## config.mk

```make
export PLATFORM = sky130hd
export DESIGN_NAME = fma_path_merge
export DESIGN_NICKNAME = d
export VERILOG_FILES = /design/src/rtl/fma_path_merge.sv
export SDC_FILE = /design/constraint.sdc
export NUM_CORES = 1
export LEC_CHECK = 0
export ABC_CLOCK_PERIOD_IN_PS = 2240
export CORE_MARGIN = 2
export CORE_UTILIZATION = 39
export DETAILED_ROUTE_END_ITERATION = 7
export DONT_BUFFER_PORTS = 1
export SYNTH_ARGS = -nofsm -noshare
export SYNTH_HDL_FRONTEND = slang
export SYNTH_SLANG_ARGS = --single-unit
```

## constraint.sdc

```tcl
create_clock -name clk -period 2.24 [get_ports clk]
set_clock_uncertainty 0.05 [all_clocks]
set_input_delay 0.336 -clock clk [delete_from_list [all_inputs] [get_ports clk]]
set_output_delay 0.336 -clock clk [all_outputs]
set_load 0.1 [all_outputs]
```

## src/rtl/fma_path_merge.sv

```systemverilog
// rtl/fma_path_merge.sv - in-order merge of FMA near/far path results via a tag FIFO
// Optional per-path result counters: define FMA_PATH_MERGE_STATS_EN.
module fma_path_merge #(
  parameter int DATA_W = 32,
  parameter int DEPTH  = 8
) (
  input  logic                     clk,
  input  logic                     rst,
  input  logic                     issue_valid,
  input  logic                     issue_path,
  output logic                     issue_ready,
  input  logic                     near_valid,
  input  logic [DATA_W-1:0]        near_data,
  output logic                     near_ready,
  input  logic                     far_valid,
  input  logic [DATA_W-1:0]        far_data,
  output logic                     far_ready,
  output logic                     out_valid,
  output logic [DATA_W-1:0]        out_data,
  output logic                     out_path,
  input  logic                     out_ready,
  output logic [$clog2(DEPTH):0]   inflight
`ifdef FMA_PATH_MERGE_STATS_EN
  ,
  output logic [15:0]              near_cnt,
  output logic [15:0]              far_cnt
`endif
);

  localparam int AW = $clog2(DEPTH);
  localparam logic [AW:0]   FULL_CNT = (AW+1)'(DEPTH);
  localparam logic [AW:0]   CNT_ONE  = (AW+1)'(1);
  localparam logic [AW-1:0] PTR_ONE  = AW'(1);

  logic [DEPTH-1:0] tag_mem;
  logic [AW-1:0]    wr_ptr;
  logic [AW-1:0]    rd_ptr;
  logic [AW:0]      inflight_nxt;
  logic             head_tag;
  logic             out_free;
  logic             take_near;
  logic             take_far;
  logic             push;
  logic             pop;

  assign head_tag   = tag_mem[rd_ptr];
  assign out_free   = !out_valid || out_ready;
  assign near_ready = (inflight != '0) && head_tag && out_free;
  assign far_ready  = (inflight != '0) && !head_tag && out_free;
  assign take_near  = near_valid && near_ready;
  assign take_far   = far_valid && far_ready;
  assign pop        = take_near || take_far;
  assign push       = issue_valid && issue_ready;

  always_comb begin
    inflight_nxt = inflight;
    if (push && !pop) begin
      inflight_nxt = inflight + CNT_ONE;
    end else if (pop && !push) begin
      inflight_nxt = inflight - CNT_ONE;
    end
  end

  // Tag storage needs no reset: entries are only read once counted in inflight.
  always_ff @(posedge clk) begin
    if (push) begin
      tag_mem[wr_ptr] <= issue_path;
    end
  end

  always_ff @(posedge clk) begin
    if (rst) begin
      wr_ptr      <= '0;
      rd_ptr      <= '0;
      inflight    <= '0;
      issue_ready <= 1'b1;
      out_valid   <= 1'b0;
      out_data    <= '0;
      out_path    <= 1'b0;
    end else begin
      if (push) begin
        wr_ptr <= wr_ptr + PTR_ONE;
      end
      if (pop) begin
        rd_ptr <= rd_ptr + PTR_ONE;
      end
      inflight    <= inflight_nxt;
      issue_ready <= (inflight_nxt != FULL_CNT);
      if (pop) begin
        out_valid <= 1'b1;
        out_data  <= take_near ? near_data : far_data;
        out_path  <= take_near;
      end else if (out_ready) begin
        out_valid <= 1'b0;
      end
    end
  end

`ifdef FMA_PATH_MERGE_STATS_EN
  always_ff @(posedge clk) begin
    if (rst) begin
      near_cnt <= '0;
      far_cnt  <= '0;
    end else begin
      if (take_near && near_cnt != 16'hFFFF) begin
        near_cnt <= near_cnt + 16'd1;
      end
      if (take_far && far_cnt != 16'hFFFF) begin
        far_cnt <= far_cnt + 16'd1;
      end
    end
  end
`endif

endmodule

```

After elaboration in Yosys (flattened, before gate mapping) --
Cells that the tools add are included.
Word-level totals: bits of input ports 71, logic and storage cells 44, register bits 53
Operators by class: equality and inequality tests 1, add/subtract/negate cells 4, muxes and demuxes 10, magnitude comparators 3, reductions and logical operators 18
Operator list (count):
- 32-bit two-way mux | 1
- 1-bit logical AND | 10
- 8-bit bitwise mux | 1
- 3-bit by 4-bit < comparator with 1-bit output (second input constant) | 2
- 4-bit two-way mux | 2
- 3-bit by 1-bit adder with 3-bit output (second input constant) | 2
- 4-bit by 1-bit adder with 4-bit output (second input constant) | 1
- 1-bit zero test | 4
- 1-bit two-way mux | 4
- 4-bit != test (second input constant) | 1
- 4-bit nonzero test | 1
- 4-bit by 1-bit subtractor with 4-bit output (second input constant) | 1
- 1-bit binary-select mux with 3-bit select | 1
- 1-bit demux with 3-bit select | 1
- 3-bit by 1-bit greater-or-equal comparator with 1-bit output (second input constant) | 1
- 1-bit logical OR | 2
- 2-bit nonzero test | 1

Longest topological paths before layout --
Gate-level depths: netlist of run 1.
word-level depth 11, mapped depth 9

Worst setup path before layout of run 1 --
OpenSTA, ideal clock, no wires.
path kind register -> register, start reg inflight[0], end reg out_data[0], path slack -1112 ps, stages on the path, launching flop included 10, arrival 3168 ps, data required time 2056 ps, library setup time 134 ps, period minus slack after synthesis 3352 ps, cells stage by stage dfxtp_1 > inv_1 > ha_1 > or3b_2 > and3_1 > nand2_1 > buf_4 > buf_2 > nor2_1 > a211oi_1
On the way: word-level cells in the longest chain between the ends 5, elaborated cells between the ends (all ways) 9, those cells by class mux: 1; reduce/logical: 8
Ends and longest elaborated chain:
- start, declared | line 22 | output logic [$clog2(DEPTH):0] inflight
- start signal, assigned | line 87 | inflight <= inflight_nxt;
- 4-bit nonzero test * | line 48 | assign near_ready = (inflight != '0) && head_tag && out_free;
- 1-bit logical AND * (2 in a row) | line 48
- named net near_ready | line 14 | output logic near_ready,
- 1-bit logical AND * | line 50 | assign take_near = near_valid && near_ready;
- 32-bit two-way mux / 1-bit logical OR (equally long branches) | line 91, 52
- end signal, assigned | line 91 | out_data <= take_near ? near_data : far_data;
- end, declared | line 19 | output logic [DATA_W-1:0] out_data,
Mark *: on every way through the listed nets, which the timed path passes. The rest lies on a longest branch. A chain may end at the register's enable or synchronous reset.

Worst setup path in the final report of run 1 --
start reg rd_ptr[0], end reg issue_ready
On the way: word-level cells in the longest chain between the ends 11, elaborated cells between the ends (all ways) 16, those cells by class eq/ne: 1; mux: 4; reduce/logical: 11
Ends and longest elaborated chain:
- start, declared | line 37 | logic [AW-1:0] rd_ptr;
- start signal, assigned | line 85 | rd_ptr <= rd_ptr + PTR_ONE;
- 1-bit binary-select mux with 3-bit select * | line 46 | assign head_tag = tag_mem[rd_ptr];
- 1-bit two-way mux (implied by the code) * | line 46
- 1-bit zero test | line 49 | assign far_ready = (inflight != '0) && !head_tag && out_free;
- 1-bit logical AND (2 in a row) | line 49
- 1-bit logical AND | line 51 | assign take_far = far_valid && far_ready;
- 1-bit logical OR * | line 52 | assign pop = take_near || take_far;
- 1-bit logical AND / 1-bit zero test (equally long branches) | line 59, 57
- 4-bit two-way mux / 1-bit logical AND (equally long branches) | line 59, 57
- 4-bit two-way mux * | line 57 | if (push && !pop) begin
- 4-bit != test * | line 88 | issue_ready <= (inflight_nxt != FULL_CNT);
- end signal, assigned | line 88
- end, declared | line 11 | output logic issue_ready,
Mark *: on every way between the ends. The rest lies on a longest branch, timed or not. The select of a mux whose other input is x is not followed.

==> results.json, run 1 <==
{
  "outcome": "finished with violations",
  "violations": "setup timing",
  "drive_gt1_frac": 0.3869,
  "dp.cells": 365,
  "cts_num_sinks": 53,
  "layout_setup_ws_ns": -0.08281,
  "start_util": 0.4036,
  "syn2layout_area_growth_pct": 34.32,
  "n_antenna_cell": 0,
  "clkTransAtPathRegs_ns": 0.10,
  "cts_hold_buf": 0,
  "antenna_found_initial": 0,
  "start_kind": "flop",
  "wl_mm": 6.287,
  "worst-path-max-fanout": 7,
  "synth_ff_type": "dfxtp_1",
  "tns_ns": -0.5018,
  "final_util": 0.5421,
  "worstSkewPairLatency_ns": 0.32,
  "die_y_um": 85.30,
  "drt-vias-per-instance": 5.343,
  "r2r_slack_ns": -0.08,
  "rsz0062_at_grt": "yes",
  "port_buffers": 0,
  "hold_path_class": "in2reg",
  "gr-total-overflow": 0,
  "grt_pass1_vias": 1916,
  "synth_area_per_cell_sq_um": 10.11,
  "dr.first_iter.drc_count": 50,
  "cap_violations": 0,
  "drc": 0,
  "required_ns": 2.38,
  "clock_path_buffers": 2,
  "grt_max_degree": 47,
  "wl_per_cell_um": 16.46,
  "synth_async_sr_flop_share": 0,
  "cts_root_buffer": "clkbuf_8",
  "antenna_left": 0,
  "cts_buffers": 5,
  "synth_fp_nets": 330,
  "end_kind": "flop",
  "die_area_sq_um": 7275,
  "synth-edff-count": 8,
  "coreArea_sq_um": 6386,
  "synthesis.area_sq_um": 2577,
  "yosys_warnings": 0,
  "drt_pass1_iterations": 4,
  "crit_chain": "buf_6, mux2i_1, mux4_2, mux2i_4, mux2i_1, xor2_1, or4_1",
  "cts_tree": "done",
  "grt_first_pass_wirelength_mm": 9.494,
  "ys_seq_area_frac": 0.4427,
  "final_cell_mix": "nor2_1 (46), buf_4 (46), dfxtp_1 (38)",
  "gp_congestion": 0.8508,
  "row_count": 29,
  "htree_levels": 2,
  "layout_min_cycle_time_ns": 2.323,
  "setup_viol": 18,
  "yosysUniqueCellTypes": 39,
  "worstPathArrival_ns": 2.46,
  "dp_hpwl_mm": 4.110,
  "fin_cells": 382,
  "io_pins": 112,
  "min_period_over_period": 1.037,
  "final_nets": 379,
  "die_w_um": 85.30,
  "hold_slack_ns": 0.03306,
  "grtUsageTotal": 0.1644,
  "clock.fmax_mhz": 430.5,
  "synthCells": 255,
  "ys_seq_elements": 53,
  "crit_type": "reg2reg",
  "slowest_stage": "mux4_2",
  "tightest_slew_ns": 0.4072,
  "finalHoldViolations": 0,
  "max_stage_delay_ns": 0.51,
  "vias": 2041,
  "worst_path_most_repeated_cell": "mux2i_1",
  "max_slew_margin": 0.7260,
  "fill_cells": 583,
  "slew_violations": 0
}
==> critical path: cells and delay by family, from the launching register on <==
family        cells  cell delay [ns]
flops             1             0.40
mux               4             1.07
xor+xnor          1             0.10
buf+inv           1             0.13
simple gates      1             0.46
==> cell families after synthesis <==
kind of cell,Yosys count,synth area share
adder cells (fa/ha/maj),4,0.01942
buffers and inverters,22,0.05242
multiplexers,46,0.1956
flip-flops,53,0.4427
XOR/XNOR,9,0.03058
AND/OR/NAND/NOR,81,0.1481
AO/OA/AOI/OAI,40,0.1112
==> final timing paths <==
path | from | to | cells past startpoint
max | rd_ptr[0]$_SDFFE_PP0P_ | issue_ready$_SDFF_PP1_ | 7
min | rst | out_data[27]$_SDFFE_PP0P_ | 1
max reg2reg | rd_ptr[0]$_SDFFE_PP0P_ | issue_ready$_SDFF_PP1_ | 7
min reg2reg | out_path$_SDFFE_PP0P_ | out_path$_SDFFE_PP0P_ | 2
==> sequential cells by signal (all words and copies together) (netlist names) <==
signal       cells
tag_mem          8
out_data        32
inflight         4
out_valid        1
out_path         1
wr_ptr           3
issue_ready      1
rd_ptr           3
==> repair_timing <==
item,in CTS,in global routing
gates cloned,2,2
setup endpoints to repair,15,37
pin swaps,16,17
buffers inserted,4,2
gates resized for setup,12,25
==> through the flow <==
step | area [sq um] | setup WS (ns)
5_1_grt | 3462 | -0.1948
3_5_place_dp | 3075 | -0.08505
3_3_place_gp | 3075 | -0.03992
6_report | 3462 | -0.08281
4_1_cts | 3309 | -0.08901
2_1_floorplan | 2671 | -0.02813
==> synth_stat cells (all sizes together), types with 4 or more instances <==
library cell | number | share of area
mux2 | 5 | 0.022
nor2 | 47 | 0.071
edfxtp | 8 | 0.093
nor3 | 5 | 0.0097
and3 | 4 | 0.011
mux2i | 39 | 0.16
nand2 | 10 | 0.015
a21oi | 4 | 0.0078
a211oi | 33 | 0.096
dfxtp | 45 | 0.35
buf | 13 | 0.035
xnor2 | 5 | 0.017
xor2 | 4 | 0.014
clkbuf | 7 | 0.014
ha | 4 | 0.019
==> final cells by class <==
| class | count | area, sq um | area share |
|---|---|---|---|
| Tap cell | 77 | 96.34 | 0.02783 |
| Clock buffer | 5 | 68.82 | 0.01988 |
| Multi-Input combinational cell | 180 | 1476 | 0.4265 |
| Sequential cell | 53 | 1160 | 0.3350 |
| Inverter | 2 | 10.01 | 0.002891 |
| Timing Repair Buffer | 62 | 630.6 | 0.1821 |
| Clock inverter | 3 | 20.02 | 0.005782 |
==> metal layers <==
metal  vias up  track usage  wire (um)
li1       1010            -          -
met1       954       0.1971       2584
met2        68       0.2876       3208
met3         9      0.04280        406
met4         0      0.05051         88
met5         -            0          0
Power of run 1 is not shown: default switching activity piles up to over one toggle a cycle in this logic, so the estimate is an artifact.
==> run 2, diff against run 1 <==
--- a/config.mk
+++ b/config.mk
@@ -12,2 +12,3 @@
 export DONT_BUFFER_PORTS = 1
+export MAX_ROUTING_LAYER = met4
 export SYNTH_ARGS = -nofsm -noshare
--- a/constraint.sdc
+++ b/constraint.sdc
@@ -4,2 +4,2 @@
 set_output_delay 0.336 -clock clk [all_outputs]
-set_load 0.1 [all_outputs]
+set_load 0.005 [all_outputs]
==> run 2 against run 1 <==
  * The flow still finishes with violations (setup timing)
  * Highest routed layer unchanged
  * Critical path type is now reg2out
  * Cell area down 11%
  * Non-clock buffer count down 38
  * Cell count down 9.9%
  * First-iteration DRC count down 4.0%
==> results.json, run 2 (same netlist as run 1, synthesis figures left out) <==
{
  "outcome": "finished with violations",
  "violations": "setup timing",
  "cts_buffers": 5,
  "wl_mm": 5.889,
  "start_kind": "flop",
  "clock_path_buffers": 2,
  "cts_root_buffer": "clkbuf_8",
  "cts_num_sinks": 53,
  "reg2reg_to": "out_data[21]$_SDFFE_PP0P_",
  "power_density_nw_per_um2": 1258,
  "worst_path_most_repeated_cell": "buf_6",
  "largest_reg_flops": 32,
  "antenna_left": 0,
  "grt_max_degree": 47,
  "die_area_sq_um": 7275,
  "row_count": 29,
  "crit_chain": "buf_6, mux2_4, mux4_2, and3_4, buf_6",
  "clock.fmax_mhz": 430.4,
  "syn2layout_area_growth_pct": 18.93,
  "drive_gt1_frac": 0.2322,
  "final_nets": 341,
  "clkTransAtPathRegs_ns": 0.11,
  "grt_first_pass_wirelength_mm": 8.335,
  "slew_violations": 0,
  "max_stage_delay_ns": 0.49,
  "layout_setup_ws_ns": -0.08339,
  "start_util": 0.4036,
  "required_ns": 1.85,
  "drt-vias-per-instance": 5.488,
  "wl_per_cell_um": 17.12,
  "dpl-instance-area_sq_um": 2750,
  "die_w_um": 85.30,
  "max_slew_margin": 0.7563,
  "crit_type": "reg2out",
  "r2r_slack_ns": -0.08,
  "n_antenna_cell": 0,
  "worstPathArrival_ns": 1.94,
  "htree_levels": 2,
  "drt_pass1_iterations": 4,
  "worstSkewPairLatency_ns": 0.31,
  "min_to": "rd_ptr[2]$_SDFFE_PP0P_",
  "final_common_cell": "nor2_1",
  "gp_congestion": 0.7979,
  "dr.first_iter.drc_count": 48,
  "fin_area_sq_um": 3065,
  "fill_cells": 612,
  "cap_violations": 0,
  "cts_tree": "done",
  "setup_viol": 34,
  "min_path_cells": 1,
  "rsz0062_at_grt": "yes",
  "worstRegToRegCells": 9,
  "antenna_found_initial": 0,
  "min_from": "rst",
  "slowest_stage": "mux4_2",
  "end_kind": "primary output",
  "coreArea_sq_um": 6386,
  "die_y_um": 85.30,
  "drc": 0,
  "port_buffers": 0,
  "hold_path_class": "in2reg",
  "top_regs": "out_data (32), tag_mem (8), inflight (4)",
  "grt_pass1_vias": 1763,
  "final_cell_mix": "nor2_1 (46), dfxtp_1 (43), mux2i_1 (36)",
  "tightest_slew_ns": 0.3622,
  "layout_min_cycle_time_ns": 2.323,
  "top_register": "out_data",
  "dp_hpwl_mm": 3.947,
  "gr-total-overflow": 0,
  "finalHoldViolations": 0,
  "grtUsageTotal": 0.1477,
  "min_period_over_period": 1.037,
  "dp_slack_ns": -0.1019,
  "hold_slack_ns": 0.03649,
  "leakage_nw": 1.089,
  "r2r-start": "rd_ptr[0]$_SDFFE_PP0P_",
  "worst_ir_drop_vdd_v": 0.0005228,
  "worst-path-max-fanout": 6,
  "io_pins": 112,
  "tns_ns": -1.372,
  "vias": 1888
}
## run 2: cell types whose count changed in the layout (fill, tap and decap cells not counted), moves of 2 or more
cell	change
a211oi_2	-3
buf_6	-2
dfxtp_2	-2
a211oi_1	+3
dfxtp_1	+5
dfxtp_4	-3
mux2i_4	-2
mux2i_2	-3
buf_12	-2
clkbuf_16	+2
buf_4	-35
inv_1	+2
mux2i_1	+5
## run 2: how the worst max path moves through the flow
stage,start,to,cells after the start
final,rd_ptr[0]$_SDFFE_PP0P_,near_ready,5
after global routing,rd_ptr[0]$_SDFFE_PP0P_,out_data[1]$_SDFFE_PP0P_,9
after CTS,rd_ptr[0]$_SDFFE_PP0P_,issue_ready$_SDFF_PP1_,6
after detailed placement,rd_ptr[0]$_SDFFE_PP0P_,issue_ready$_SDFF_PP1_,7
after global placement,rd_ptr[0]$_SDFFE_PP0P_,issue_ready$_SDFF_PP1_,7
after floorplan,rd_ptr[0]$_SDFFE_PP0P_,issue_ready$_SDFF_PP1_,7
## run 2: critical path, delay by kind of cell, from the launching register on
kind | cells | cell delay (ns)
buf+inv | 2 | 0.24
flops | 1 | 0.41
mux | 2 | 0.79
simple gates | 1 | 0.18
## run 2: timing repair
action / in CTS / in global routing
pin swaps: 2 / 17
buffers inserted: 1 / 2
endpoints found under the setup margin: 35 / 35
resized for setup: 4 / 20
cloned: 0 / 5
hold buffers: 0 / 0
## run 2: through the flow
stage	total power, mW	cells	util
2_1_floorplan	2.618	255	-
3_3_place_gp	2.987	329	0.4306
3_5_place_dp	3.005	329	0.4306
4_1_cts	3.576	337	0.4451
5_1_grt	4.092	344	0.4800
6_report	3.855	344	0.4800
## run 2: layout make-up
class	count	area, sq um	area share
clock buffers	5	68.82	0.02245
clock inverters	3	25.02	0.008163
repair buffers	24	327.8	0.1069
inverters	2	7.507	0.002449
well taps	77	96.34	0.03143
flip-flops and latches	53	1146	0.3739
multi-input cells	180	1394	0.4547
## run 2: where the power goes
| group | total [mW] | internal (mW) | switching, mW |
|---|---|---|---|
| clock network | 0.572 | 0.229 | 0.343 |
| logic | 1.78 | 0.995 | 0.788 |
| registers | 1.50 | 1.26 | 0.244 |
## run 2: metal layers
metal | vias to the layer above | wire length, um | GRT usage
li1 | 931 | - | -
met1 | 884 | 2274 | 0.1648
met2 | 66 | 3068 | 0.2536
met3 | 7 | 477 | 0.04767
met4 | 0 | 69 | 0.04040
met5 | - | 0 | -
(Power assumes the default switching activity.)
==> run 3, diff against run 2 <==
- ABC_AREA: unset -> 1
==> run 3 against run 2 <==
  * The flow now finishes without violations
  * Critical path type is now reg2reg
  * Routed wire length decreased by 4.3%
  * Critical path depth increased by 4
  * Power is 9.0% lower
  * First-iteration DRC count rose to 3.0 times the previous value
  * Flip-flop and latch count unchanged
  * Largest power group unchanged
  * Combinational power down 21%
  * Synthesized cell count increased by 27%
  * Cell count increased by 15%
  * Largest cell class is now sequential cells
==> results.json, run 3 <==
{
  "outcome": "finished clean",
  "gp_congestion": 0.7999,
  "synth_async_sr_flop_share": 0,
  "layout_min_cycle_time_ns": 2.016,
  "slowest_stage": "dfxtp_1",
  "yosys_warnings": 0,
  "cts_resized": 0,
  "grtUsageTotal": 0.1666,
  "synth_compound_area_frac": 0.1903,
  "setup_viol": 0,
  "max_stage_delay_ns": 0.34,
  "rsz0062_at_grt": "no",
  "hold_path_class": "in2reg",
  "ys_seq_elements": 53,
  "crit_buf_inv": 4,
  "port_buffers": 0,
  "synth_fp_nets": 398,
  "p_seq_frac": 0.392,
  "synth_ff_type": "dfxtp_1",
  "wl_per_cell_um": 14.20,
  "synth_area_leaders": "dfxtp_1 (37%), nand2_1 (15%), edfxtp_1 (9.8%)",
  "grt_pass1_vias": 1976,
  "synth_largest_area_cell": "dfxtp_1",
  "cts_buffers": 5,
  "io_pins": 112,
  "fill_cells": 607,
  "power_mw": 3.507,
  "register_area_sq_um": 1141,
  "cap_violations": 0,
  "cts_root_buffer": "clkbuf_8",
  "die_y_um": 83.20,
  "power_frac_clock": 0.205,
  "grt_first_pass_wirelength_mm": 9.218,
  "dr.first_iter.drc_count": 142,
  "drt-vias-per-instance": 5.159,
  "max_slew_margin": 0.7555,
  "antenna_left": 0,
  "postCtsSetupRepairBufs": 0,
  "largest_reg_flops": 32,
  "top_register": "out_data",
  "vias": 2048,
  "die_area_sq_um": 6921,
  "synth_area_per_cell_sq_um": 7.573,
  "end_kind": "flop",
  "synth-edff-count": 8,
  "drc": 0,
  "grt_max_degree": 50,
  "row_count": 28,
  "tightest_slew_ns": 0.3659,
  "antenna_found_initial": 0,
  "start_util": 0.4083,
  "p_switching_mw": 1.411,
  "start_kind": "flop",
  "syn2layout_area_growth_pct": 8.491,
  "synthesis.area_sq_um": 2446,
  "wl_mm": 5.638,
  "synth_xor_area_frac": 0.003581,
  "finalHoldViolations": 0,
  "yosysUniqueCellTypes": 27,
  "cts_tree": "done",
  "synth_most_common_cell": "nand2_1",
  "worstPathArrival_ns": 2.20,
  "worst-path-max-fanout": 23,
  "crit_family": "buffers and inverters",
  "switching_share": 0.4023,
  "slew_violations": 0,
  "clkTransAtPathRegs_ns": 0.10,
  "leakage_nw": 1.120,
  "synthCells": 323,
  "cts_num_sinks": 53,
  "n_antenna_cell": 0,
  "htree_levels": 2,
  "multi_input_area_sq_um": 1097,
  "coreArea_sq_um": 5991,
  "drt_pass1_iterations": 4,
  "worst_ir_drop_vdd_v": 0.0006843,
  "synthTopCellsByCount": "nand2_1 (97), dfxtp_1 (45), a31oi_1 (32), inv_1 (28), o21ai_0 (21)",
  "final_common_cell": "nand2_1",
  "clock.fmax_mhz": 496.1,
  "p_comb_frac": 0.403,
  "final_util": 0.4430,
  "synth_mux_area_frac": 0,
  "top_regs": "out_data (32), tag_mem (8), inflight (4)",
  "dp_hpwl_mm": 4.102,
  "synth_top_family_by_area": "simple AND/OR/NAND/NOR gates",
  "worstSkewPairLatency_ns": 0.30,
  "cts_hold_buf": 0,
  "gr-total-overflow": 0,
  "internal_power_mw": 2.096,
  "ys_seq_area_frac": 0.4665,
  "synthAdderAreaFrac": 0.02046,
  "crit_type": "reg2reg",
  "synthSimpleGateAreaFrac": 0.2343,
  "min_period_over_period": 0.8999,
  "tns_ns": 0,
  "crit_chain": "inv_1, ha_1, a31oi_2, nand4_4, buf_4, inv_1, buf_4, nand2_1, a31oi_1",
  "final_nets": 396,
  "yosys.area.top_type_share": 0.3683,
  "clock_path_buffers": 2,
  "die_w_um": 83.20,
  "required_ns": 2.42,
  "final_cell_mix": "nand2_1 (97), dfxtp_1 (45), a31oi_1 (32)",
  "drive_gt1_frac": 0.09006,
  "power_density_nw_per_um2": 1321
}
## run 3: changes by cell type after synthesis, moves of 7 or more
cell | previous run | this run
mux2i_1 | 38 | 0
a211oi_1 | 33 | 0
nand3_1 | 1 | 11
inv_1 | 2 | 28
o21ai_0 | 1 | 21
a31oi_1 | 0 | 32
nor2_1 | 46 | 16
o21ai_1 | 1 | 17
a21oi_1 | 4 | 11
nand2_1 | 10 | 97
## run 3: path summary, 6_finish.rpt
| path | slack [ns] | from | cells past startpoint | end |
|---|---|---|---|---|
| worst max-delay path | 0.22 | inflight[0]$_SDFF_PP0_ | 9 | out_data[27]$_SDFFE_PP0P_ |
| worst min-delay path | 0.04 | rst | 1 | out_path$_SDFFE_PP0P_ |
| worst max register to register | 0.22 | inflight[0]$_SDFF_PP0_ | 9 | out_data[27]$_SDFFE_PP0P_ |
| worst min register to register | 0.44 | out_path$_SDFFE_PP0P_ | 2 | out_path$_SDFFE_PP0P_ |
## run 3: through the flow
step | setup slack [ns] | area [sq um] | hold WS (ns) | std cells
2_1_floorplan | 0.4131 | 2446 | 0.3551 | 323
3_3_place_gp | 0.3133 | 2525 | 0.3574 | 389
3_5_place_dp | 0.2517 | 2525 | 0.3605 | 389
4_1_cts | 0.2213 | 2654 | 0.02740 | 397
5_1_grt | 0.01840 | 2654 | 0.02147 | 397
6_report | 0.2243 | 2654 | 0.03790 | 397
## run 3: power groups by stage
stage	combinational [mW]	sequential (mW)	clock (mW)
final	1.41	1.37	0.719
after floorplan	1.17	1.36	0
after CTS	1.43	1.38	0.733
after detailed placement	1.43	1.40	0
after global placement	1.40	1.40	0
after global routing	1.65	1.40	0.777
## run 3: cells by family after synthesis
logic type,after synthesis
compound gates,83
xor+xnor,1
fa+ha+maj,4
buf+inv,48
flops,53
simple gates,134
## run 3: worst reg2reg max path, stage by stage, from the launching register on
cell,delay (ns)
dfxtp_1,0.34
inv_1,0.07
ha_1,0.22
a31oi_2,0.25
nand4_4,0.15
buf_4,0.24
inv_1,0.10
buf_4,0.25
nand2_1,0.09
a31oi_1,0.18
## run 3: area by class of cell
type / count / area share
Inverter: 30 / 0.04243
Sequential cell: 53 / 0.4300
Clock inverter: 2 / 0.01320
Tap cell: 75 / 0.03536
Multi-Input combinational cell: 222 / 0.4135
Timing Repair Buffer: 9 / 0.03017
Clock buffer: 6 / 0.03536
## run 3: layer usage
layer	vias up	routed length (um)	track usage
met4	0	64	0.05067
met1	894	2497	0.1882
met3	6	416	0.04672
li1	1075	-	-
met5	-	0	-
met2	73	2660	0.2867
